==> config.mk <==
export PLATFORM = sky130hd
export DESIGN_NAME = dsp_post_adder_flat
export DESIGN_NICKNAME = d
export VERILOG_FILES = /design/src/rtl/dsp_post_adder_pkg.sv /design/src/rtl/dsp_post_adder_if.sv /design/src/rtl/dsp_post_adder_pipe_reg.sv /design/src/rtl/dsp_post_adder.sv /design/src/flat_wrapper.sv
export SDC_FILE = /design/constraint.sdc
export NUM_CORES = 1
export LEC_CHECK = 0
export ABC_AREA = 1
export CAP_MARGIN = 15
export CORE_UTILIZATION = 53
export DETAILED_ROUTE_END_ITERATION = 10
export PLACE_DENSITY_LB_ADDON = 0.15
export SETUP_SLACK_MARGIN = 0.5
export SYNTH_ARGS = -nofsm -noshare
export SYNTH_HDL_FRONTEND = slang
export SYNTH_SLANG_ARGS = --single-unit
export TNS_END_PERCENT = 1
==> constraint.sdc <==
create_clock -name clk_i -period 8.7 [get_ports clk_i]
set_clock_uncertainty 0.15 [all_clocks]
set_input_delay 2.175 -clock clk_i [delete_from_list [all_inputs] [get_ports clk_i]]
set_output_delay 2.175 -clock clk_i [all_outputs]
set_load 0.05 [all_outputs]
==> src/rtl/dsp_post_adder_pkg.sv <==
// dsp_pkg: shared widths, OPMODE field codes and carry-select names for the DSP48A1 post-adder
package dsp_pkg;
  localparam int P_W = 48;
  localparam int M_W = 36;
  localparam logic [1:0] X_ZERO = 2'b00, X_M = 2'b01, X_P = 2'b10, X_DAB = 2'b11;
  localparam logic [1:0] Z_ZERO = 2'b00, Z_PCIN = 2'b01, Z_P = 2'b10, Z_C = 2'b11;
  localparam logic OP_ADD = 1'b0, OP_SUB = 1'b1;
  localparam string CARRYSEL_OPMODE5 = "OPMODE5";
  localparam string CARRYSEL_CARRYIN = "CARRYIN";
endpackage

==> src/rtl/dsp_post_adder_if.sv <==
// dsp_post_adder_if: operand/control/result bundle of the post-adder; ovf exists only with POSTADD_OVF_EN
interface dsp_post_adder_if;
  import dsp_pkg::*;
  logic [7:0]     opmode;
  logic [M_W-1:0] m;
  logic [P_W-1:0] dab, c, pcin;
  logic           carryin, cep, cecarryin;
  logic [P_W-1:0] p, pcout;
  logic           carryout, carryoutf;
`ifdef POSTADD_OVF_EN
  logic           ovf;
  modport master(output opmode, m, dab, c, pcin, carryin, cep, cecarryin,
                 input p, pcout, carryout, carryoutf, ovf);
  modport slave(input opmode, m, dab, c, pcin, carryin, cep, cecarryin,
                output p, pcout, carryout, carryoutf, ovf);
`else
  modport master(output opmode, m, dab, c, pcin, carryin, cep, cecarryin,
                 input p, pcout, carryout, carryoutf);
  modport slave(input opmode, m, dab, c, pcin, carryin, cep, cecarryin,
                output p, pcout, carryout, carryoutf);
`endif
endinterface

==> src/rtl/dsp_post_adder_pipe_reg.sv <==
// dsp_pipe_reg: optional pipeline register (reset > CE hold > load); REG=0 passes d_i straight through
//   clk_i, rst_i (sync active-high), ce_i, d_i[W] -> q_o[W]
module dsp_pipe_reg #(
  parameter int W   = 1,
  parameter bit REG = 1'b1
) (
  input  logic         clk_i,
  input  logic         rst_i,
  input  logic         ce_i,
  input  logic [W-1:0] d_i,
  output logic [W-1:0] q_o
);
  logic [W-1:0] q_q;
  always_ff @(posedge clk_i)
    if (rst_i) q_q <= '0;
    else if (ce_i) q_q <= d_i;
  assign q_o = REG ? q_q : d_i;
endmodule

==> src/rtl/dsp_post_adder.sv <==
// dsp_post_adder: DSP48A1 post-adder/accumulator, P = Z +/- (X + CIN) with carry; OVF only with POSTADD_OVF_EN
//   clk_i; rstp_i resets P/CARRYOUT/OVF; rstcarryin_i resets CYI; bus (slave) carries operands and results
module dsp_post_adder
  import dsp_pkg::*;
#(
  parameter bit    PREG       = 1'b1,
  parameter bit    CARRYINREG = 1'b1,
  parameter string CARRYINSEL = "OPMODE5"
) (
  input logic              clk_i,
  input logic              rstp_i,
  input logic              rstcarryin_i,
  dsp_post_adder_if.slave  bus
);
  logic           cyi_d, cin;
  logic [P_W-1:0] x, z;
  logic [P_W:0]   r, x_cin;
  logic           sub;
  assign sub   = bus.opmode[7] == OP_SUB;
  assign cyi_d = (CARRYINSEL == CARRYSEL_OPMODE5) ? bus.opmode[5] : bus.carryin;
  dsp_pipe_reg #(.W(1), .REG(CARRYINREG)) u_cyi (
    .clk_i(clk_i), .rst_i(rstcarryin_i), .ce_i(bus.cecarryin), .d_i(cyi_d), .q_o(cin)
  );
  assign x = bus.opmode[1:0] == X_M   ? {{(P_W-M_W){1'b0}}, bus.m} :
             bus.opmode[1:0] == X_P   ? bus.p :
             bus.opmode[1:0] == X_DAB ? bus.dab : '0;
  assign z = bus.opmode[3:2] == Z_PCIN ? bus.pcin :
             bus.opmode[3:2] == Z_P    ? bus.p :
             bus.opmode[3:2] == Z_C    ? bus.c : '0;
  assign x_cin = {1'b0, x} + {{P_W{1'b0}}, cin};
  assign r     = sub ? {1'b0, z} - x_cin : {1'b0, z} + x_cin;
`ifdef POSTADD_OVF_EN
  // two guard bits hold the exact signed result; overflow when they disagree with bit 47
  logic [P_W+1:0] xs_cin, rs;
  logic           ovf_d;
  logic [P_W+1:0] bq;
  assign xs_cin = {{2{x[P_W-1]}}, x} + {{(P_W+1){1'b0}}, cin};
  assign rs     = sub ? {{2{z[P_W-1]}}, z} - xs_cin : {{2{z[P_W-1]}}, z} + xs_cin;
  assign ovf_d  = rs[P_W+1:P_W-1] != 3'b000 && rs[P_W+1:P_W-1] != 3'b111;
  dsp_pipe_reg #(.W(P_W+2), .REG(PREG)) u_p (
    .clk_i(clk_i), .rst_i(rstp_i), .ce_i(bus.cep), .d_i({ovf_d, r}), .q_o(bq)
  );
  assign {bus.ovf, bus.carryout, bus.p} = bq;
`else
  logic [P_W:0] bq;
  dsp_pipe_reg #(.W(P_W+1), .REG(PREG)) u_p (
    .clk_i(clk_i), .rst_i(rstp_i), .ce_i(bus.cep), .d_i(r), .q_o(bq)
  );
  assign {bus.carryout, bus.p} = bq;
`endif
  assign bus.pcout     = bus.p;
  assign bus.carryoutf = bus.carryout;
endmodule

==> src/flat_wrapper.sv <==
// flat-port wrapper written by rule: the top's interface ports become plain ports
module dsp_post_adder_flat import dsp_pkg::*;
#(
  parameter bit    PREG       = 1'b1,
  parameter bit    CARRYINREG = 1'b1,
  parameter string CARRYINSEL = "       "
)
  (clk_i, rstp_i, rstcarryin_i, bus_opmode, bus_m, bus_dab, bus_c, bus_pcin, bus_carryin, bus_cep, bus_cecarryin, bus_p, bus_pcout, bus_carryout, bus_carryoutf);
  dsp_post_adder_if bus_i ();
  input logic clk_i;
  input logic rstp_i;
  input logic rstcarryin_i;
  input wire logic [$bits(bus_i.opmode)-1:0] bus_opmode;
  input wire logic [$bits(bus_i.m)-1:0] bus_m;
  input wire logic [$bits(bus_i.dab)-1:0] bus_dab;
  input wire logic [$bits(bus_i.c)-1:0] bus_c;
  input wire logic [$bits(bus_i.pcin)-1:0] bus_pcin;
  input wire logic [$bits(bus_i.carryin)-1:0] bus_carryin;
  input wire logic [$bits(bus_i.cep)-1:0] bus_cep;
  input wire logic [$bits(bus_i.cecarryin)-1:0] bus_cecarryin;
  output wire logic [$bits(bus_i.p)-1:0] bus_p;
  output wire logic [$bits(bus_i.pcout)-1:0] bus_pcout;
  output wire logic [$bits(bus_i.carryout)-1:0] bus_carryout;
  output wire logic [$bits(bus_i.carryoutf)-1:0] bus_carryoutf;
  assign bus_i.opmode = bus_opmode;
  assign bus_i.m = bus_m;
  assign bus_i.dab = bus_dab;
  assign bus_i.c = bus_c;
  assign bus_i.pcin = bus_pcin;
  assign bus_i.carryin = bus_carryin;
  assign bus_i.cep = bus_cep;
  assign bus_i.cecarryin = bus_cecarryin;
  assign bus_p = bus_i.p;
  assign bus_pcout = bus_i.pcout;
  assign bus_carryout = bus_i.carryout;
  assign bus_carryoutf = bus_i.carryoutf;
  dsp_post_adder #(.PREG(PREG), .CARRYINREG(CARRYINREG), .CARRYINSEL(CARRYINSEL)) u_core (.clk_i(clk_i), .rstp_i(rstp_i), .rstcarryin_i(rstcarryin_i), .bus(bus_i));
endmodule
==> flow_metrics.env, run 1 <==
export IMPL_yosys_top_cells_count="sky130_fd_sc_hd__nand2_1, sky130_fd_sc_hd__inv_1, sky130_fd_sc_hd__nor2_1, sky130_fd_sc_hd__nand3_1, sky130_fd_sc_hd__a21oi_1"
export IMPL_area_leader_netlist="sky130_fd_sc_hd__nand2_1"
export IMPL_timing_slew_headroom_pct=52.9
export IMPL_drt_total_wl_um=47500
export IMPL_hold_ws_ns=0.440
export IMPL_grt_overflow_total=0
export IMPL_synth_distinct_cells=55
export IMPL_layout_cells_non_filler=2559
export IMPL_drt_iter0_drc=1473
export IMPL_place_inst=2551
export IMPL_combPwrFrac_pct=70.8
export IMPL_worstPathRequired_ns=8.76
export IMPL_power_per_cell_area_nw_per_um2=140
export IMPL_share_of_post_route_cells_with_drive_strength_above_1_pct=7.49
export IMPL_first_global_vias=13541
export IMPL_ys_warnings_count=0
export IMPL_cts_root_buf="sky130_fd_sc_hd__clkbuf_16"
export IMPL_number_of_port_buffers=288
export IMPL_worst_r2r_path_depth=29
export IMPL_pwr_share_seq_pct=17.5
export IMPL_hold_path_startpoint="u_core.u_cyi.q_o"
export IMPL_grt_setup_unrepaired="no"
export IMPL_cp_end_kind="flop"
export IMPL_critPathLaunchType="input port"
export IMPL_drv_cap=0
export IMPL_hold_violations=0
export IMPL_total_i_o_pin_count=292
export IMPL_place_congestion=1.05
export IMPL_synth_seq_cells=50
export IMPL_synthCells=2078
export IMPL_critical_path_top_delay_family="compound AO/OA/AOI/OAI gates"
export IMPL_finalWorstPathRequiredPeriod_ns=7.75
export IMPL_final_setup_viol_count=0
export IMPL_total_power_mw=1.99
export IMPL_timing_rr_end="u_core.u_p.q_o[40]"
export IMPL_antenna_cells_inserted=0
export IMPL_worst_setup_hold_path_clk_slew_ns=0.07
export IMPL_worstPathMaxFanout=43
export IMPL_flow_area_growth_from_synthesis_pct=24.3
export IMPL_leakagePower_nw=6.68
export IMPL_preCtsSetupSlack_ns=0.648
export IMPL_antenna_left=0
export IMPL_final_setup_tns_ns=0
export IMPL_irDropWorstVdd_mv=0.112
export IMPL_std_cell_rows=53
export IMPL_fp_dieH_um=149
export IMPL_critPathBufInv=6
export IMPL_dp_final_hpwl_um=39600
export IMPL_final_max_slew_violation_count=0
export IMPL_hold_class="flop to flop"
export IMPL_synth_edf_count=0
export IMPL_synth_async_reset_ratio_pct=0
export IMPL_cts_setup_buffers=0
export IMPL_net_switching_power_mw=1.11
export IMPL_critPathArrivalTime_ns=7.81
export IMPL_grt_pass1_wl_um=71100
export IMPL_timing_worst_slew_pin_value_ns=0.705
export IMPL_final_design_area_no_fill_um2=14200
export IMPL_ys_seq_area_share_pct=8.75
export IMPL_worst_path_most_repeated_cell="sky130_fd_sc_hd__nand2_1"
export IMPL_synth_flop_cell="sky130_fd_sc_hd__dfxtp_1"
export IMPL_syn_num_nets=2325
export IMPL_layout_nets=2530
export IMPL_fin_util_pct=67.4
export IMPL_drt_vias_per_instance=5.72
export IMPL_crit_type="input port to flop"
export IMPL_synthesis_area_um2=11400
export IMPL_die_x_extent_um=149
export IMPL_tritoncts_num_buffers=5
export IMPL_synth_top_cell_area_share_pct=19.0
export IMPL_final_min_period_over_clock_period_pct=89.1
export IMPL_ctsHoldBuffers=0
export IMPL_cell_int_power_uw=885
export IMPL_post_synth_cell_area_avg_um2=5.50
export IMPL_fmaxAchievable_ghz=0.129
export IMPL_switching_share_pct=55.6
export IMPL_avgRoutedWirePerCell_um=18.5
export IMPL_outcome="completed"
export IMPL_synth_top_cells_by_area="sky130_fd_sc_hd__nand2_1, sky130_fd_sc_hd__inv_1, sky130_fd_sc_hd__dfxtp_1, sky130_fd_sc_hd__nand3_1, sky130_fd_sc_hd__nor2_1"
export IMPL_top_count_cell_post_synth="sky130_fd_sc_hd__nand2_1"
export IMPL_clk_latency_ns=0.31
export IMPL_power_frac_clock_pct=11.7
export IMPL_r2r_slack_ns=2.89
export IMPL_largest_net_degree_at_the_start_of_global_routing=72
export IMPL_critical_path_max_stage_delay_ns=0.45
export IMPL_post_cts_resize_count=0
export IMPL_cts_max_level=2
export IMPL_dr_total_vias=14646
export IMPL_critPathSlowestCell="sky130_fd_sc_hd__inv_4"
export IMPL_cts_tree="built"
export IMPL_grt_util_all_layers_pct=41.7
export IMPL_timing_final_ws_setup_ns=0.947
export IMPL_holdPathStages=2
export IMPL_drt_pass1_iterations=6
export IMPL_cts_buffer_depth=2
export IMPL_remaining_drc_errors=0
export IMPL_fp_dieArea_um2=22200
export IMPL_post_dp_cell_area_um2=14000
export IMPL_grt_antenna_before_repair=0
export IMPL_regToRegStartpoint="u_core.u_p.q_o[0]"
export IMPL_initial_utilization_pct=54.2
export IMPL_number_of_sinks_handled_by_clock_tree_synthesis=50
export IMPL_fp_coreArea_um2=21100
export IMPL_min_to="u_core.u_cyi.q_o"
## power groups by stage
stage | clock [mW] | sequential (mW) | combinational (mW)
5_1_grt | 0.240 | 0.346 | 1.51
3_3_place_gp | 0 | 0.347 | 1.36
4_1_cts | 0.233 | 0.342 | 1.38
2_1_floorplan | 0 | 0.421 | 0.868
3_5_place_dp | 0 | 0.347 | 1.37
6_report | 0.234 | 0.349 | 1.41
## placed cells by master, fill, tap and decap left out, drive strengths merged, types with 43 or more instances in the layout
cell type	synthesis	layout
a21oi	108	108
clkdlybuf4s50	0	286
dfxtp	50	50
ha	52	52
inv	284	284
nand2	619	619
nand3	210	210
nor2	296	296
o211ai	43	43
o21ai	100	100
xor2	48	48
## state kept, by name, indices dropped and copies added, names as in the netlist
register          flops
u_core.u_cyi.q_o      1
u_core.u_p.q_o       49
## worst max-delay path by stage
stage | slack (ns) | depth (start not counted) | from | to
finish | 0.95 | 30 | bus_opmode[0] | u_core.u_p.q_o[40]
global route | 0.64 | 32 | bus_opmode[0] | u_core.u_p.q_o[47]
CTS | 0.95 | 30 | bus_opmode[0] | u_core.u_p.q_o[40]
detailed placement | 0.65 | 30 | bus_opmode[0] | u_core.u_p.q_o[40]
global placement | 0.82 | 30 | bus_opmode[0] | u_core.u_p.q_o[40]
floorplan | 2.04 | 34 | bus_opmode[0] | u_core.u_p.q_o[46]
## cell families after synthesis
kind of cell	Yosys count	share of synthesized area (%)
AOI/OAI and AO/OA	307	15.6
xor gates and xnor gates	76	5.95
adders and majority gates	53	5.86
buffers and inverters	393	15.9
DFF	50	8.75
muxes	1	0.0875
and+or+nand+nor	1198	47.8
## area by class of cell
type                            count  area (µm²)
Tap cell                          275         344
Fill cell                        1980        6870
Multi-Input combinational cell   1635        8630
Sequential cell                    50        1000
Timing Repair Buffer              305        3000
Clock inverter                      1        30.0
Clock buffer                        7         133
Inverter                          286        1080
## layer usage
metal,share of wire (%),up-vias,track usage [%]
li1,-,7072,-
met1,42,6618,55.1
met2,44,822,67.8
met3,9.0,134,4.53
met4,5.0,0,18.8
met5,0,-,0
## worst reg2reg max path: cells and delay by family, from the launching register on
kind            cells  cell delay (ns)
compound gates     10             1.96
xor+xnor            2             0.64
fa+ha+maj           3             0.82
buf+inv             5             0.46
flops               1             0.41
simple gates        9             1.27
(Power assumes the default switching activity.)
==> run 2: changes to the inputs <==
--- a/config.mk
+++ b/config.mk
@@ -5,7 +5,6 @@
 export SDC_FILE = /design/constraint.sdc
 export NUM_CORES = 1
 export LEC_CHECK = 0
-export ABC_AREA = 1
 export CAP_MARGIN = 15
 export CORE_UTILIZATION = 53
 export DETAILED_ROUTE_END_ITERATION = 10
==> flow_metrics.env, run 2 <==
export IMPL_worst_setup_hold_path_clk_slew_ns=0.07
export IMPL_fp_dieH_um=136
export IMPL_hold_class="flop to flop"
export IMPL_fp_coreArea_um2=17500
export IMPL_cts_buffer_depth=2
export IMPL_layout_nets=1753
export IMPL_timing_worst_slew_pin_value_ns=0.793
export IMPL_die_x_extent_um=136
export IMPL_yosys_top_cells_count="sky130_fd_sc_hd__nor2_1, sky130_fd_sc_hd__mux2_2, sky130_fd_sc_hd__nand2_1, sky130_fd_sc_hd__a21oi_1, sky130_fd_sc_hd__xnor2_1"
export IMPL_synth_top_cell_area_share_pct=10.7
export IMPL_critPathArrivalTime_ns=8.10
export IMPL_fmaxAchievable_ghz=0.124
export IMPL_cts_max_level=2
export IMPL_synthCells=1241
export IMPL_largest_net_degree_at_the_start_of_global_routing=51
export IMPL_total_i_o_pin_count=292
export IMPL_ys_warnings_count=0
export IMPL_share_of_post_route_cells_with_drive_strength_above_1_pct=17.3
export IMPL_critical_path_top_delay_family="compound AO/OA/AOI/OAI gates"
export IMPL_drv_cap=0
export IMPL_grt_overflow_total=0
export IMPL_number_of_port_buffers=288
export IMPL_cts_root_buf="sky130_fd_sc_hd__clkbuf_16"
export IMPL_grt_util_all_layers_pct=34.4
export IMPL_ys_seq_area_share_pct=10.5
export IMPL_grt_pass1_wl_um=50700
export IMPL_initial_utilization_pct=54.7
export IMPL_hold_violations=0
export IMPL_synth_edf_count=0
export IMPL_syn_num_nets=1488
export IMPL_grt_setup_unrepaired="no"
export IMPL_avgRoutedWirePerCell_um=18.8
export IMPL_critPathBufInv=2
export IMPL_critical_path_max_stage_delay_ns=0.52
export IMPL_synth_async_reset_ratio_pct=0
export IMPL_drt_pass1_iterations=5
export IMPL_mostFrequentLayoutCell="sky130_fd_sc_hd__clkdlybuf4s50_1"
export IMPL_clk_latency_ns=0.31
export IMPL_crit_type="input port to flop"
export IMPL_grt_antenna_before_repair=0
export IMPL_irDropWorstVdd_mv=0.121
export IMPL_antenna_cells_inserted=0
export IMPL_worstPathRequired_ns=8.74
export IMPL_top_count_cell_post_synth="sky130_fd_sc_hd__nor2_1"
export IMPL_critPathLaunchType="input port"
export IMPL_final_cell_mix="sky130_fd_sc_hd__clkdlybuf4s50_1, sky130_fd_sc_hd__nor2_1, sky130_fd_sc_hd__mux2_2"
export IMPL_critPathSlowestCell="sky130_fd_sc_hd__or4_4"
export IMPL_tritoncts_num_buffers=5
export IMPL_power_per_cell_area_nw_per_um2=159
export IMPL_worstPathMaxFanout=6
export IMPL_final_setup_tns_ns=0
export IMPL_flow_area_growth_from_synthesis_pct=36.0
export IMPL_drt_total_wl_um=32600
export IMPL_largest_register_ff_count=49
export IMPL_cts_tree="built"
export IMPL_final_min_period_over_clock_period_pct=92.6
export IMPL_drt_vias_per_instance=6.12
export IMPL_synth_top_cells_by_area="sky130_fd_sc_hd__mux2_2, sky130_fd_sc_hd__dfxtp_1, sky130_fd_sc_hd__xnor2_1, sky130_fd_sc_hd__ha_1, sky130_fd_sc_hd__a22o_1"
export IMPL_place_inst=1709
export IMPL_finalWorstPathRequiredPeriod_ns=8.06
export IMPL_synth_distinct_cells=81
export IMPL_place_congestion=0.971
export IMPL_synthesis_area_um2=9560
export IMPL_leakagePower_nw=5.14
export IMPL_area_leader_netlist="sky130_fd_sc_hd__mux2_2"
export IMPL_synth_flop_cell="sky130_fd_sc_hd__dfxtp_1"
export IMPL_first_global_vias=10329
export IMPL_final_setup_viol_count=0
export IMPL_final_max_slew_violation_count=0
export IMPL_drt_iter0_drc=729
export IMPL_layout_cells_non_filler=1731
export IMPL_timing_slew_headroom_pct=47.1
export IMPL_remaining_drc_errors=0
export IMPL_fp_dieArea_um2=18600
export IMPL_synth_seq_cells=50
export IMPL_post_synth_cell_area_avg_um2=7.70
export IMPL_number_of_sinks_handled_by_clock_tree_synthesis=50
export IMPL_antenna_left=0
export IMPL_dp_final_hpwl_um=25400
export IMPL_std_cell_rows=48
export IMPL_cp_end_kind="flop"
export IMPL_dr_total_vias=10592
export IMPL_worst_path_most_repeated_cell="sky130_fd_sc_hd__o21ai_1"
export IMPL_outcome="completed"
export IMPL_ctsHoldBuffers=0
-- run 2: changes by cell type in the layout (fill, tap and decap cells not counted), sizes merged, moves of 55 or more --
cell / change
a22o: +55
buf: +75
inv: -254
mux2: +94
nand2: -536
nand3: -171
nor2: -194
o21ai: -61
-- run 2: cell families (layout without fill, tap and decap cells) --
family                   Yosys count  count (layout)  share of synthesized area (%)
multiplexers                     129             129                           14.7
buffers and inverters            148             413                           8.75
AO/OA/AOI/OAI                    348             348                           26.2
flip-flops                        50              50                           10.5
adder cells (fa/ha/maj)           53              53                           7.01
XOR/XNOR                         123             123                           11.3
AND/OR/NAND/NOR                  390             390                           21.6
-- run 2: where the power goes --
| part | internal [mW] | switching [mW] |
|---|---|---|
| combinational | 0.630 | 0.892 |
| clock | 0.106 | 0.0984 |
| sequential | 0.277 | 0.0686 |
-- run 2: repair_timing --
item | 4_1_cts | 5_1_grt
setup buffers | 0 | 15
resized for setup | 1 | 32
endpoints found under the setup margin | 4 | 17
pin swaps | 0 | 22
-- run 2: layer usage --
metal  global-route usage, %  wire [µm]
met3                    5.03       2180
met5                       0          0
met1                    40.9      13300
met4                    14.2        973
met2                    61.2      16100
-- run 2: path summary, 6_finish.rpt --
path | slack [ns] | to | cells after the start | start
setup / recovery | 0.64 | u_core.u_p.q_o[48] | 28 | bus_m[1]
hold / removal | 0.37 | u_core.u_p.q_o[30] | 2 | u_core.u_p.q_o[30]
setup reg to reg | 2.53 | u_core.u_p.q_o[48] | 26 | u_core.u_p.q_o[0]
hold reg to reg | 0.37 | u_core.u_p.q_o[30] | 2 | u_core.u_p.q_o[30]
-- run 2: worst register-to-register path, stage by stage, from the launching register on --
cell	delay (ns)
sky130_fd_sc_hd__dfxtp_1	0.40
sky130_fd_sc_hd__a22o_1	0.21
sky130_fd_sc_hd__ha_2	0.21
sky130_fd_sc_hd__ha_4	0.17
sky130_fd_sc_hd__and2_4	0.16
sky130_fd_sc_hd__a32oi_4	0.07
sky130_fd_sc_hd__nor2_4	0.19
sky130_fd_sc_hd__nand2_2	0.09
sky130_fd_sc_hd__buf_4	0.18
sky130_fd_sc_hd__or4_1	0.50
sky130_fd_sc_hd__a222oi_1	0.26
sky130_fd_sc_hd__buf_4	0.18
sky130_fd_sc_hd__o211a_4	0.17
sky130_fd_sc_hd__nand4_1	0.23
sky130_fd_sc_hd__o31ai_1	0.35
sky130_fd_sc_hd__xor2_1	0.24
sky130_fd_sc_hd__ha_1	0.28
sky130_fd_sc_hd__a21o_1	0.18
sky130_fd_sc_hd__a21o_1	0.17
sky130_fd_sc_hd__a21oi_1	0.26
sky130_fd_sc_hd__nand3b_1	0.21
sky130_fd_sc_hd__a2111oi_4	0.30
sky130_fd_sc_hd__buf_4	0.20
sky130_fd_sc_hd__o31ai_4	0.09
sky130_fd_sc_hd__nor2b_1	0.15
sky130_fd_sc_hd__o21ai_1	0.11
sky130_fd_sc_hd__or3b_1	0.34
-- run 2: layout make-up --
cell class / count / area, µm²
fill: 1448 / 4470
clock buffer: 7 / 133
inverter: 30 / 113
multi-input combinational: 1043 / 7950
tap: 225 / 282
timing repair buffer: 376 / 3520
sequential: 50 / 1000
-- run 2: through the flow --
stage	power [mW]	setup slack [ns]	util, %	area [µm²]	hold WS, ns
6_report	2.07	0.640	74.4	13000	0.367
5_1_grt	2.19	0.447	74.4	13000	0.410
4_1_cts	2.04	0.403	73.0	12800	0.366
3_5_place_dp	1.83	0.113	72.2	12600	0.355
3_3_place_gp	1.81	0.170	72.2	12600	0.354
2_1_floorplan	1.42	0.139	-	9690	0.351
==> run 3: changes to the inputs <==
--- a/config.mk
+++ b/config.mk
@@ -8,8 +8,10 @@
 export CAP_MARGIN = 15
 export CORE_UTILIZATION = 53
 export DETAILED_ROUTE_END_ITERATION = 10
+export GPL_ROUTABILITY_DRIVEN = 0
 export PLACE_DENSITY_LB_ADDON = 0.15
 export SETUP_SLACK_MARGIN = 0.5
+export SLEW_MARGIN = 20
 export SYNTH_ARGS = -nofsm -noshare
 export SYNTH_HDL_FRONTEND = slang
 export SYNTH_SLANG_ARGS = --single-unit
==> flow_metrics.env, run 3 (synthesis results as in run 2) <==
export IMPL_cp_end_kind="flop"
export IMPL_timing_slew_headroom_pct=47.1
export IMPL_first_global_vias=10057
export IMPL_cts_buffer_depth=2
export IMPL_drt_iter0_drc=912
export IMPL_hold_violations=0
export IMPL_critPathLaunchType="input port"
export IMPL_layout_nets=1746
export IMPL_worstPathMaxFanout=12
export IMPL_irDropWorstVdd_mv=0.139
export IMPL_drt_pass1_iterations=5
export IMPL_hold_ws_ns=0.374
export IMPL_grt_util_all_layers_pct=32.6
export IMPL_number_of_port_buffers=288
export IMPL_leakagePower_nw=5.16
export IMPL_total_power_mw=2.10
export IMPL_post_dp_cell_area_um2=12600
export IMPL_critical_path_max_stage_delay_ns=0.49
export IMPL_tritoncts_num_buffers=5
export IMPL_die_x_extent_um=136
export IMPL_std_cell_rows=48
export IMPL_antenna_left=0
export IMPL_share_of_post_route_cells_with_drive_strength_above_1_pct=17.9
export IMPL_outcome="completed"
export IMPL_grt_pass1_wl_um=48600
export IMPL_drt_vias_per_instance=6.24
export IMPL_place_inst=1702
export IMPL_antenna_cells_inserted=0
export IMPL_register_area_um2=1000
export IMPL_dp_final_hpwl_um=24500
export IMPL_final_design_area_no_fill_um2=13100
export IMPL_cts_root_buf="sky130_fd_sc_hd__clkbuf_16"
export IMPL_hold_path_startpoint="u_core.u_p.q_o[30]"
export IMPL_grt_overflow_total=0
export IMPL_remaining_drc_errors=0
export IMPL_worstPathRequired_ns=8.75
export IMPL_fp_dieArea_um2=18600
export IMPL_dr_total_vias=10769
export IMPL_critPathArrivalTime_ns=8.06
export IMPL_fp_dieH_um=136
export IMPL_timing_worst_slew_pin_value_ns=0.793
export IMPL_finalWorstPathRequiredPeriod_ns=8.01
export IMPL_cts_max_level=2
export IMPL_largest_net_degree_at_the_start_of_global_routing=51
export IMPL_clk_latency_ns=0.32
export IMPL_worst_setup_hold_path_clk_slew_ns=0.07
export IMPL_hold_class="flop to flop"
export IMPL_grt_antenna_before_repair=0
export IMPL_cts_tree="built"
export IMPL_crit_type="input port to flop"
export IMPL_total_i_o_pin_count=292
export IMPL_critPathSlowestCell="sky130_fd_sc_hd__or4_1"
export IMPL_power_per_cell_area_nw_per_um2=161
export IMPL_fill_cells=1379
export IMPL_layout_cells_non_filler=1725
export IMPL_drt_total_wl_um=31700
export IMPL_fp_coreArea_um2=17500
export IMPL_final_setup_tns_ns=0
export IMPL_number_of_sinks_handled_by_clock_tree_synthesis=50
export IMPL_largest_register_ff_count=49
export IMPL_final_setup_viol_count=0
export IMPL_multi_input_area_um2=8060
export IMPL_holdPathStages=2
export IMPL_final_min_period_over_clock_period_pct=92.1
export IMPL_fmaxAchievable_ghz=0.125
export IMPL_ctsHoldBuffers=0
export IMPL_mostFrequentLayoutCell="sky130_fd_sc_hd__clkdlybuf4s50_1"
export IMPL_worst_path_most_repeated_cell="sky130_fd_sc_hd__buf_4"
export IMPL_worst_r2r_path_depth=27
export IMPL_worst_setup_path_startpoint="bus_opmode[0]"
export IMPL_flow_area_growth_from_synthesis_pct=36.8
export IMPL_grt_setup_unrepaired="no"
export IMPL_final_max_slew_violation_count=0
export IMPL_drv_cap=0
export IMPL_avgRoutedWirePerCell_um=18.4
export IMPL_regToRegStartpoint="u_core.u_p.q_o[0]"
export IMPL_final_cell_mix="sky130_fd_sc_hd__clkdlybuf4s50_1, sky130_fd_sc_hd__nor2_1, sky130_fd_sc_hd__mux2_2"
export IMPL_initial_utilization_pct=54.7
-- run 3: worst paths after layout --
path	end	slack, ns
worst max-delay path	u_core.u_p.q_o[48]	0.69
worst min-delay path	u_core.u_p.q_o[30]	0.37
worst max register to register	u_core.u_p.q_o[48]	2.49
worst min register to register	u_core.u_p.q_o[30]	0.37
-- run 3: metal layers --
layer | GRT usage, % | vias up | wire length, µm
met1 | 39.5 | 5104 | 12800
met2 | 57.9 | 458 | 15800
li1 | - | 5132 | -
met4 | 13.5 | 0 | 1020
met5 | 0 | - | 0
met3 | 3.65 | 75 | 2100
-- run 3: power by group --
| part | total [mW] | internal [mW] | switching (mW) |
|---|---|---|---|
| Combinational | 1.54 | 0.639 | 0.901 |
| Sequential | 0.345 | 0.277 | 0.0683 |
| Clock | 0.215 | 0.115 | 0.100 |
| Total | 2.10 | 1.03 | 1.07 |
-- run 3: critical path, delay by kind of cell --
family / cells / cell delay, ns
buffers and inverters: 5 / 0.86
XOR/XNOR: 1 / 0.23
adder cells (fa/ha/maj): 3 / 0.71
AND/OR/NAND/NOR: 9 / 1.96
AO/OA/AOI/OAI: 11 / 2.12
-- run 3: cell type report --
type,instances,share of cell area (%)
multi-input cells,1043,61.6
flip-flops and latches,50,7.65
inverters,30,0.861
well taps,225,2.15
clock inverters,1,0.0383
clock buffers,7,1.09
repair buffers,369,26.6
-- run 3: per-stage QoR --
stage | worst slack (ns) | util, %
after global routing | 0.467 | 74.8
after CTS | 0.392 | 72.8
final | 0.685 | 74.8
after floorplan | 0.139 | -
after global placement | 0.129 | 71.9
after detailed placement | 0.0630 | 71.9
-- run 3: repair_timing --
action	4_1_cts	5_1_grt
resized for setup	1	55
setup buffers	0	15
setup endpoints to repair	4	15
pin swaps	0	31
